File: src/rtl/ptw_walk_arbiter.sv
// Arbitrates ITLB/DTLB miss walks onto the single page-table walker and steers responses back.
// Optional macro PTW_ARB_HYP_EN adds H-extension two-stage walk qualifiers (v, hlvx).
module ptw_walk_arbiter #(
    parameter int unsigned VLEN         = 64,
    parameter int unsigned STARVE_LIMIT = 4
) (
    input  logic            clk_i,
    input  logic            rst_ni,
    input  logic            flush_i,
    input  logic            itlb_req_i,
    input  logic [VLEN-1:0] itlb_vaddr_i,
    output logic            itlb_gnt_o,
    input  logic            dtlb_req_i,
    input  logic [VLEN-1:0] dtlb_vaddr_i,
    input  logic            dtlb_is_store_i,
    output logic            dtlb_gnt_o,
`ifdef PTW_ARB_HYP_EN
    input  logic            itlb_v_i,
    input  logic            dtlb_v_i,
    input  logic            dtlb_hlvx_i,
    output logic            ptw_v_o,
    output logic            ptw_hlvx_o,
`endif
    output logic            ptw_req_o,
    output logic [VLEN-1:0] ptw_vaddr_o,
    output logic            ptw_is_store_o,
    output logic            ptw_is_instr_o,
    input  logic            ptw_ready_i,
    input  logic            ptw_rsp_valid_i,
    input  logic            ptw_rsp_err_i,
    output logic            itlb_rsp_valid_o,
    output logic            dtlb_rsp_valid_o,
    output logic            rsp_err_o,
    output logic            busy_o
);

    typedef enum logic [1:0] {S_IDLE, S_ISSUE, S_WAIT, S_DRAIN} state_e;

    localparam logic [3:0] LIMIT = 4'(STARVE_LIMIT);

    state_e            state_q;
    logic [3:0]        starve_cnt_q, starve_cnt_d;
    logic [VLEN-1:0]   vaddr_q;
    logic              is_store_q;
    logic              is_instr_q;
    logic              itlb_rsp_q;
    logic              dtlb_rsp_q;
    logic              rsp_err_q;
    logic              arb_en;
    logic              itlb_win;
`ifdef PTW_ARB_HYP_EN
    logic              v_q;
    logic              hlvx_q;
`endif

    // DTLB is favoured; a waiting ITLB wins once it has lost STARVE_LIMIT times in a row.
    always_comb begin
        arb_en       = (state_q == S_IDLE) && !flush_i && (itlb_req_i || dtlb_req_i);
        itlb_win     = itlb_req_i && (!dtlb_req_i || (starve_cnt_q == LIMIT));
        itlb_gnt_o   = arb_en && itlb_win;
        dtlb_gnt_o   = arb_en && !itlb_win;
        starve_cnt_d = starve_cnt_q;
        if (arb_en) begin
            if (itlb_win || !itlb_req_i) begin
                starve_cnt_d = 4'd0;
            end else if (starve_cnt_q != LIMIT) begin
                starve_cnt_d = starve_cnt_q + 4'd1;
            end
        end
    end

    always_ff @(posedge clk_i or negedge rst_ni) begin
        if (!rst_ni) begin
            state_q      <= S_IDLE;
            starve_cnt_q <= 4'd0;
            vaddr_q      <= '0;
            is_store_q   <= 1'b0;
            is_instr_q   <= 1'b0;
            itlb_rsp_q   <= 1'b0;
            dtlb_rsp_q   <= 1'b0;
            rsp_err_q    <= 1'b0;
`ifdef PTW_ARB_HYP_EN
            v_q          <= 1'b0;
            hlvx_q       <= 1'b0;
`endif
        end else begin
            starve_cnt_q <= starve_cnt_d;
            itlb_rsp_q   <= 1'b0;
            dtlb_rsp_q   <= 1'b0;
            rsp_err_q    <= 1'b0;
            case (state_q)
                S_IDLE: begin
                    if (arb_en) begin
                        vaddr_q    <= itlb_win ? itlb_vaddr_i : dtlb_vaddr_i;
                        is_store_q <= !itlb_win && dtlb_is_store_i;
                        is_instr_q <= itlb_win;
`ifdef PTW_ARB_HYP_EN
                        v_q        <= itlb_win ? itlb_v_i : dtlb_v_i;
                        hlvx_q     <= !itlb_win && dtlb_hlvx_i;
`endif
                        state_q    <= S_ISSUE;
                    end
                end
                S_ISSUE: begin
                    // An accepted walk must still be drained even if flushed in the same cycle.
                    if (ptw_ready_i) begin
                        state_q <= flush_i ? S_DRAIN : S_WAIT;
                    end else if (flush_i) begin
                        state_q <= S_IDLE;
                    end
                end
                S_WAIT: begin
                    if (ptw_rsp_valid_i) begin
                        state_q <= S_IDLE;
                        if (!flush_i) begin
                            itlb_rsp_q <= is_instr_q;
                            dtlb_rsp_q <= !is_instr_q;
                            rsp_err_q  <= ptw_rsp_err_i;
                        end
                    end else if (flush_i) begin
                        state_q <= S_DRAIN;
                    end
                end
                S_DRAIN: begin
                    if (ptw_rsp_valid_i) begin
                        state_q <= S_IDLE;
                    end
                end
                default: state_q <= S_IDLE;
            endcase
        end
    end

    assign ptw_req_o        = (state_q == S_ISSUE);
    assign ptw_vaddr_o      = vaddr_q;
    assign ptw_is_store_o   = is_store_q;
    assign ptw_is_instr_o   = is_instr_q;
    assign itlb_rsp_valid_o = itlb_rsp_q;
    assign dtlb_rsp_valid_o = dtlb_rsp_q;
    assign rsp_err_o        = rsp_err_q;
    assign busy_o           = (state_q != S_IDLE);
`ifdef PTW_ARB_HYP_EN
    assign ptw_v_o          = v_q;
    assign ptw_hlvx_o       = hlvx_q;
`endif

endmodule

File: config.mk
export PLATFORM = sky130hd
export DESIGN_NAME = ptw_walk_arbiter
export DESIGN_NICKNAME = d
export VERILOG_FILES = /design/src/rtl/ptw_walk_arbiter.sv
export SDC_FILE = /design/constraint.sdc
export NUM_CORES = 1
export LEC_CHECK = 0
export ABC_AREA = 1
export CAP_MARGIN = 20
export CORE_MARGIN = 2
export CORE_UTILIZATION = 41
export CTS_CLUSTER_SIZE = 12
export DETAILED_ROUTE_END_ITERATION = 16
export PLACE_DENSITY = 0.84
export SYNTH_ARGS = -nofsm -noshare
export SYNTH_HDL_FRONTEND = slang
export SYNTH_SLANG_ARGS = --single-unit
File: constraint.sdc
create_clock -name clk_i -period 4.9 [get_ports clk_i]
set_input_delay 0.98 -clock clk_i [delete_from_list [all_inputs] [get_ports clk_i]]
set_output_delay 0.98 -clock clk_i [all_outputs]
set_load 0.02 [all_outputs]
==> summary.md <==
| Metric | Value |
|---|---|
| Status | finished, final reports clean |
| Leading cell types in the layout, fill and taps excluded | clkdlybuf4s50_1 (207), nand3_1 (141), nand2_1 (82), dfrtp_1 (75), nand4_1 (64) |
| Sw Ratio | 40.8% |
| Slowest-stage cell, CP | clkdlybuf4s50_1 |
| Power share of the sequential group | 34.2% |
| Place WS | 1220 ps |
| F_max | 271 MHz |
| Worst hold slack | 490 ps |
| Core Rows | 34 |
| Setup ws final | 1210 ps |
| Final instance area | 5940 um^2 |
| Crit path largest cell delay | 600 ps |
| Setup violators final | 0 |
| DRT Pass-1 Iters | 4 |
| Pins over their slew limit | 0 |
| RD Place Congestion | 0.832 |
| Netlist cell types | 15 |
| CTS tree | done |
| Deepest clock path buffer count | 2 |
| Final Power | 3.08 mW |
| Total track usage | 24.9% |
| Wire per inst | 16.3 um |
| Area after DPL | 5770 um^2 |
| Routed via count | 4146 |
| Synthesized area | 3660 um^2 |
| Synth top area share | 51.3% |
| Worst-Margin Slew | 930 ps |
| Number of gates resized after CTS | 0 |
| Core Util, Final | 68.4% |
| Ratio of cells with drive above 1 in the final layout | 4.60% |
| Die span in x | 98.4 um |
| FF+latch count, synth | 75 |
| Peak fanout along the critical path | 32 |
| Slew HR | 38.0% |
| Setup TNS | 0 ps |
| Die H | 98.4 um |
| Syn_nets | 582 |
| Final antenna-violating net count | 0 |
| Final WL | 12000 um |
| HPWL Detailed | 8290 um |
| Initial antenna violation count | 0 |
| Synth warn | 0 |
| Clock share of power | 12.5% |
| First-pass GRT wire length | 19800 um |
| CP Class | in -> out |
| Hold/Removal Path Class | reg -> reg |
| Die area | 9690 um^2 |
| Hold buffer count at CTS | 0 |
| Post-Syn Instances | 443 |
| Final #Nets | 767 |
| Fill cells | 684 |
| Port Buffer Count | 209 |
| Final Hold Viols | 0 |
| Antenna Cells | 0 |
| Largest net degree at the start of global routing | 76 |
| Cells after DPL | 724 |
| Pwr Density | 519 nW/um^2 |
| Sw Pwr | 1.26 mW |
| CP Data Required Time | 3920 ps |
| Most area-hungry cell type in the Yosys netlist | dfrtp_1 |
| Initial Util | 42.1% |
| Period utilisation layout | 75.3% |
| Drt drc | 0 |
| Core area | 8680 um^2 |
| CP endpoint kind | output port |
| Power Internal | 1.82 mW |
| Area Overhead vs Synth | 62.4% |
| Crit path launch type | input port |
| Largest vdd supply drop | 0.250 mV |
| Reg2reg start | state_q[1] |
| Clk_lat worst skew | 340 ps |
| Static Leak | 2.60 nW |
| Syn_area_per_cell | 8.25 um^2 |
| Crit-path cells | clkdlybuf4s50_1, nand2_2, nand2_2, buf_4, nand2_1, inv_1, clkdlybuf4s50_1 |
| Gr ovfl total | 0 |
| Max-Cap Viols | 0 |
| Clock-pin transition on the worst setup and hold timing paths | 80 ps |
| Clk sinks | 75 |
| Comb power frac | 53.2% |
| TritonCTS Buffers | 9 |
| Seq/Total Area, Yosys | 51.3% |
| Launch point of the critical path | dtlb_req_i |
| HP Start | ptw_is_instr_o |
| I/O Pins | 210 |
| RSZ-0062 raised after global routing | false |
| Commonest non-fill, non-tap cell in the layout | clkdlybuf4s50_1 |
| Vias per cell | 5.61 |
| Post-Layout Cell Count | 739 |
| CTS root buffer | clkbuf_8 |
| Worst path arrival time | 2710 ps |
| Post-CTS setup buffer count | 0 |
| Largest cells by area after synthesis | dfrtp_1 (51%), nand3_1 (19%), nand4_1 (11%) |
| Fin crit period | 3690 ps |
| CTS HTree Levels | 3 |
| Vias in the first global route | 4084 |
| Final Skew | 12.0 ps |
| Initial DRC Count | 195 |
[final cells by class]
cell class	count	area, um^2	share of cell area (%)
Multi-Input combinational cell	310	1570	26.4
Inverter	15	56.3	0.948
Sequential cell	75	1880	31.6
Timing Repair Buffer	217	2160	36.3
Clock inverter	4	20.0	0.337
Clock buffer	10	128	2.15
Tap cell	108	135	2.28
[synthesized netlist by cell type]
cell type and count:
inv_2 2, nand4_1 64, nor3_4 1, nand2_1 84, buf_1 10, xor2_1 2, nor2_1 8, dfrtp_1 75
buf_2 7, nor4_1 2, nand3_1 141, inv_1 13, o21ai_0 6, clkbuf_1 26, ha_1 2
[sequential cells by signal (all words and copies together) (netlist names)]
| register | flops |
|---|---|
| dtlb_rsp_valid_o | 1 |
| itlb_rsp_valid_o | 1 |
| ptw_is_instr_o | 1 |
| ptw_is_store_o | 1 |
| ptw_vaddr_o | 64 |
| rsp_err_o | 1 |
| starve_cnt_q | 4 |
| state_q | 2 |
[logic make-up (layout without fill, tap and decap cells)]
group | Yosys count | count (layout) | synth area share, %
flops | 75 | 75 | 51.3
simple gates | 300 | 300 | 40.5
compound gates | 6 | 6 | 0.821
xor+xnor | 2 | 2 | 0.479
buf+inv | 58 | 246 | 6.19
fa+ha+maj | 2 | 2 | 0.684
[worst paths after layout]
check | endpoint | slack, ps | depth (start not counted)
setup / recovery | dtlb_gnt_o | 1210 | 7
hold / removal | dtlb_rsp_valid_o | 490 | 1
setup reg to reg | ptw_vaddr_o[18] | 2750 | 8
hold reg to reg | dtlb_rsp_valid_o | 490 | 1
max in group asynchronous | ptw_vaddr_o[47] | 3520 | 1
min in group asynchronous | rsp_err_o | 780 | 1
[critical path, delay by kind of cell]
family,cells,cell delay [ps]
buffers and inverters,4,1500
AND/OR/NAND/NOR,3,230
[power by group through the flow]
| stage | Combinational [mW] | Sequential (mW) | Clock [mW] |
|---|---|---|---|
| 3_3_place_gp | 1.61 | 1.05 | 0 |
| 6_report | 1.64 | 1.05 | 0.386 |
| 5_1_grt | 1.75 | 1.08 | 0.426 |
| 2_1_floorplan | 0.513 | 1.36 | 0 |
| 4_1_cts | 1.64 | 1.05 | 0.396 |
| 3_5_place_dp | 1.64 | 1.06 | 0 |
[metal layers]
layer	track usage (%)	vias up	wire (um)
li1	-	1935	-
met1	31.9	1943	4620
met2	41.4	234	6070
met3	4.89	34	995
met4	10.6	0	357
met5	0	-	0
Power figures use the tool's default switching activity.
